===== src/rtl/rr_mux_arbiter.sv =====
// rtl/rr_mux_arbiter.sv - round-robin 4:1 arbiter with burst-limited data mux
// Grants one requester at a time for up to BURST accepted words, then rotates.
module rr_mux_arbiter #(
  parameter int BURST = 4
) (
  input  logic       clk,
  input  logic       rst,
  input  logic [3:0] req,
  input  logic [3:0] d0,
  input  logic [3:0] d1,
  input  logic [3:0] d2,
  input  logic [3:0] d3,
  input  logic       ready,
  output logic [3:0] gnt,
  output logic [1:0] sel,
  output logic       valid,
  output logic [3:0] out
);

  typedef enum logic {IDLE, GRANT} state_t;

  state_t     state;
  logic [1:0] ptr;
  logic [3:0] cnt;
  logic       found;
  logic [1:0] pick;
  logic [1:0] cand;
  logic       xfer;
  logic       last;

  // First requesting index at or after ptr, wrapping mod 4.
  always_comb begin
    found = 1'b0;
    pick  = ptr;
    cand  = ptr;
    for (int k = 0; k < 4; k++) begin
      cand = ptr + 2'(k);
      if (!found && req[cand]) begin
        found = 1'b1;
        pick  = cand;
      end
    end
  end

  assign valid = (state == GRANT) && req[sel];
  assign xfer  = valid && ready;
  assign last  = xfer && ((cnt + 4'd1) == 4'(BURST));

  always_comb begin
    out = 4'b0000;
    if (valid) begin
      case (sel)
        2'd0:    out = d0;
        2'd1:    out = d1;
        2'd2:    out = d2;
        default: out = d3;
      endcase
    end
  end

  always_ff @(posedge clk or posedge rst) begin
    if (rst) begin
      state <= IDLE;
      gnt   <= 4'b0000;
      sel   <= 2'd0;
      ptr   <= 2'd0;
      cnt   <= 4'd0;
    end else begin
      case (state)
        IDLE: begin
          if (found) begin
            state <= GRANT;
            gnt   <= 4'b0001 << pick;
            sel   <= pick;
            cnt   <= 4'd0;
          end
        end
        GRANT: begin
          // A dropped request and a final beat collapse into the same release.
          if (!req[sel] || last) begin
            state <= IDLE;
            gnt   <= 4'b0000;
            ptr   <= sel + 2'd1;
            cnt   <= 4'd0;
          end else if (xfer) begin
            cnt <= cnt + 4'd1;
          end
        end
        default: state <= IDLE;
      endcase
    end
  end

endmodule


===== config.mk =====
export PLATFORM = sky130hd
export DESIGN_NAME = rr_mux_arbiter
export DESIGN_NICKNAME = d
export VERILOG_FILES = /design/src/rtl/rr_mux_arbiter.sv
export SDC_FILE = /design/constraint.sdc
export NUM_CORES = 1
export LEC_CHECK = 0
export BUFFER_PORTS_ARGS = -buffer_cell sky130_fd_sc_hd__buf_2
export CORE_MARGIN = 5
export CORE_UTILIZATION = 47
export DETAILED_ROUTE_END_ITERATION = 8
export MAX_ROUTING_LAYER = met4
export PLACE_DENSITY = 0.85
export SYNTH_ARGS = -nofsm -noshare
export SYNTH_HDL_FRONTEND = slang
export SYNTH_SLANG_ARGS = --single-unit

===== constraint.sdc =====
create_clock -name clk -period 1.9 [get_ports clk]
set_clock_uncertainty 0.05 [all_clocks]
set_input_delay 0.095 -clock clk [delete_from_list [all_inputs] [get_ports clk]]
set_output_delay 0.095 -clock clk [all_outputs]
set_load 0.05 [all_outputs]

==> impl_metrics.env <==
export IMPL_async_flop_share_pct=100
export IMPL_synthesis_instances=87
export IMPL_clk_pin_slew_ns=0.09
export IMPL_die_h_um=53.3
export IMPL_crit_arrival_ns=1.82
export IMPL_cp_depth=7
export IMPL_layout_drive_gt1_share_pct=53.5
export IMPL_powerDensity_nw_per_um2=1860
export IMPL_clk_latency_ns=0.29
export IMPL_root_buffer="clkbuf_4"
export IMPL_worstPathMaxFanout=5
export IMPL_io_pins=34
export IMPL_cts_path_max_buffers=2
export IMPL_top_layer="met4"
export IMPL_leakagePower_nw=0.595
export IMPL_max_freq_ghz=0.509
export IMPL_utilization_pct=71.5
export IMPL_htree_levels=1
export IMPL_syn2layout_area_growth_pct=41.8
export IMPL_worstSetupPathType="flip-flop to primary output"
export IMPL_cp_required_ns=1.75
export IMPL_drc=0
export IMPL_drv_cap=0
export IMPL_hold_depth=3
export IMPL_start_kind="flip-flop"
export IMPL_finalSetupViolCount=12
export IMPL_layout_nets=158
export IMPL_dr_total_vias=866
export IMPL_min_from="ready"
export IMPL_drt_iter0_markers=32
export IMPL_final_fill_count=128
export IMPL_synth_seq_cells=13
export IMPL_yosys_top_cells_area="dfrtp_1, ha_1, nor2_1, a222oi_1, a21oi_1"
export IMPL_antenna_found_initial=0
export IMPL_tightest_slew_ns=0.499
export IMPL_reg2reg_from="sel[0]"
export IMPL_initial_core_util_pct=50.5
export IMPL_core_area_um2=1750
export IMPL_grt_overflow_total=0
export IMPL_clock_sinks=13
export IMPL_max_slew_margin_pct=66.6
export IMPL_syn_mean_instance_area_um2=10.1
export IMPL_wire_per_inst_um=15.8
export IMPL_synth_top_area_share_pct=36.9
export IMPL_dpl_cell_area_um2=1080
export IMPL_synthTopCellsByCount="dfrtp_1, nor2_1, a21oi_1"
export IMPL_worstPathCellList="inv_4, ha_4, a222oi_1, nor2_1, a21oi_2, nor2_2, buf_6"
export IMPL_grt_pass1_wl_um=3870
export IMPL_slowest_delay_ns=0.45
export IMPL_grt_start_max_net_pins=14
export IMPL_drt_vias_per_instance=5.62
export IMPL_syn_area_um2=881
export IMPL_critical_path_top_delay_family="compound AO/OA/AOI/OAI gates"
export IMPL_port_buffers=33
export IMPL_dr_wl_met2_um=1150
export IMPL_dieArea_um2=2840
export IMPL_r2r_end="ptr[1]"
export IMPL_drtPass1Iterations=6
export IMPL_crit_path_end_kind="primary output"
export IMPL_status="finished with violations"
export IMPL_ys_warn_count=0
export IMPL_ant_nets=0
export IMPL_crit_start="sel[0]"
export IMPL_antenna_cells=0
export IMPL_regToRegSetupSlack_ns=-0.05
export IMPL_yosys_area_top_type="dfrtp_1"
export IMPL_hold_class="input pin to flip-flop"
export IMPL_rsz0062_at_grt="yes"
export IMPL_path_buf_inv=2
export IMPL_track_usage_pct=19.4
export IMPL_grt_pass1_vias=891
export IMPL_period_minus_slack_ns=1.97
export IMPL_p_total_mw=2.32
export IMPL_final_area_um2=1250
export IMPL_tritoncts="yes"
export IMPL_synth_seq_area_share_pct=36.9
export IMPL_synth_ff_type="dfrtp_1"
export IMPL_cpMaxStageDelayCell="dfrtp_2"
export IMPL_setup_ws_ns=-0.0657
export IMPL_maxSlewViolCount=0
export IMPL_dp_hpwl_um=1740
export IMPL_dp_worst_setup_slack_ns=0.0951
export IMPL_synth_nets=115
export IMPL_die_w_um=53.3
export IMPL_hold_ws_ns=0.122
export IMPL_ir_worst_vdd_mv=1.03
export IMPL_timing_final_crit_share_pct=103
export IMPL_wl_met3_um=154
export IMPL_met1_length_um=1050
export IMPL_wirelength_um=2430
export IMPL_r2r_cells=4
export IMPL_core_rowCount=15
export IMPL_worstHoldEndpoint="cnt[2]"
export IMPL_hold_viol_final=0
export IMPL_synth_edf_count=0
export IMPL_gp_congestion=0.810
export IMPL_cts_buffers=3
export IMPL_violations="negative setup slack"
export IMPL_synth_cell_types=39
[registers in the layout (all words and copies together), names as in the netlist]
name	cells
cnt	4
sel	2
state	1
gnt	4
ptr	2
[area by class of cell]
type / instances / area [µm²] / share of cell area (%)
Clock buffer: 4 / 26.3 / 2.10
Inverter: 5 / 21.3 / 1.70
Multi-Input combinational cell: 68 / 598 / 47.9
Sequential cell: 13 / 328 / 26.3
Tap cell: 25 / 31.3 / 2.51
Timing Repair Buffer: 39 / 244 / 19.5
[placed cells by master, fill, tap and decap left out, types with 2 or more instances in the layout]
master / count
o21ai_0: 2
ha_2: 2
a21oi_1: 4
nor2_1: 9
a22o_1: 2
clkbuf_4: 3
nand2b_1: 2
a21oi_2: 3
inv_1: 3
nor4_1: 2
ha_4: 2
buf_2: 28
nor2b_1: 3
buf_6: 5
dfrtp_2: 2
buf_4: 5
nor2_2: 4
a222oi_1: 4
dfrtp_1: 11
[worst reg2reg max path, stage by stage, from the launching register on]
cell and delay, ns:
dfrtp_2 0.45, buf_4 0.14, mux4_2 0.57, a21boi_4 0.29
mux2_4 0.33
[per-layer routing]
metal / global-route usage (%) / up-vias
met5: - / -
met4: 11.1 / 0
met3: 1.97 / 7
met2: 34.5 / 42
met1: 20.7 / 399
li1: - / 418
[what timing repair did]
| action | in CTS | in global routing |
|---|---|---|
| buffers inserted | 4 | 1 |
| setup endpoints to repair | 5 | 12 |
| gates resized for setup | 20 | 6 |
| endpoints found under the hold margin | 13 | 0 |
| hold buffers | 1 | 0 |
| pin swaps | 3 | 2 |
[worst max-delay path by stage]
stage	endpoint	slack [ns]
finish	out[0]	-0.07
global route	out[0]	-0.16
CTS	out[0]	-0.08
detailed placement	out[0]	0.1
global placement	out[0]	0.19
floorplan	ptr[1]	0.02
[cells by family (layout without fill, tap and decap cells)]
family	Yosys count	in the layout	share of synthesized area [%]
buffers and inverters	6	48	2.56
muxes	4	4	6.25
adders and majority gates	5	5	7.10
AOI/OAI and AO/OA	29	29	27.8
and+or+nand+nor	30	30	19.3
DFF	13	13	36.9
[per-stage QoR]
step                instances  setup TNS [ns]
floorplan                  87               0
global placement          144               0
detailed placement        144               0
CTS                       153          -0.214
global route              154           -1.25
finish                    154          -0.359
[report_power, final]
group / switching [mW] / internal, mW / leakage [nW]
Sequential: 0.145 / 0.400 / 0.164
Clock: 0.0953 / 0.0816 / 0.0150
Combinational: 0.954 / 0.644 / 0.416
Total: 1.19 / 1.13 / 0.595
No activity file was read; power rests on OpenSTA's default activity.
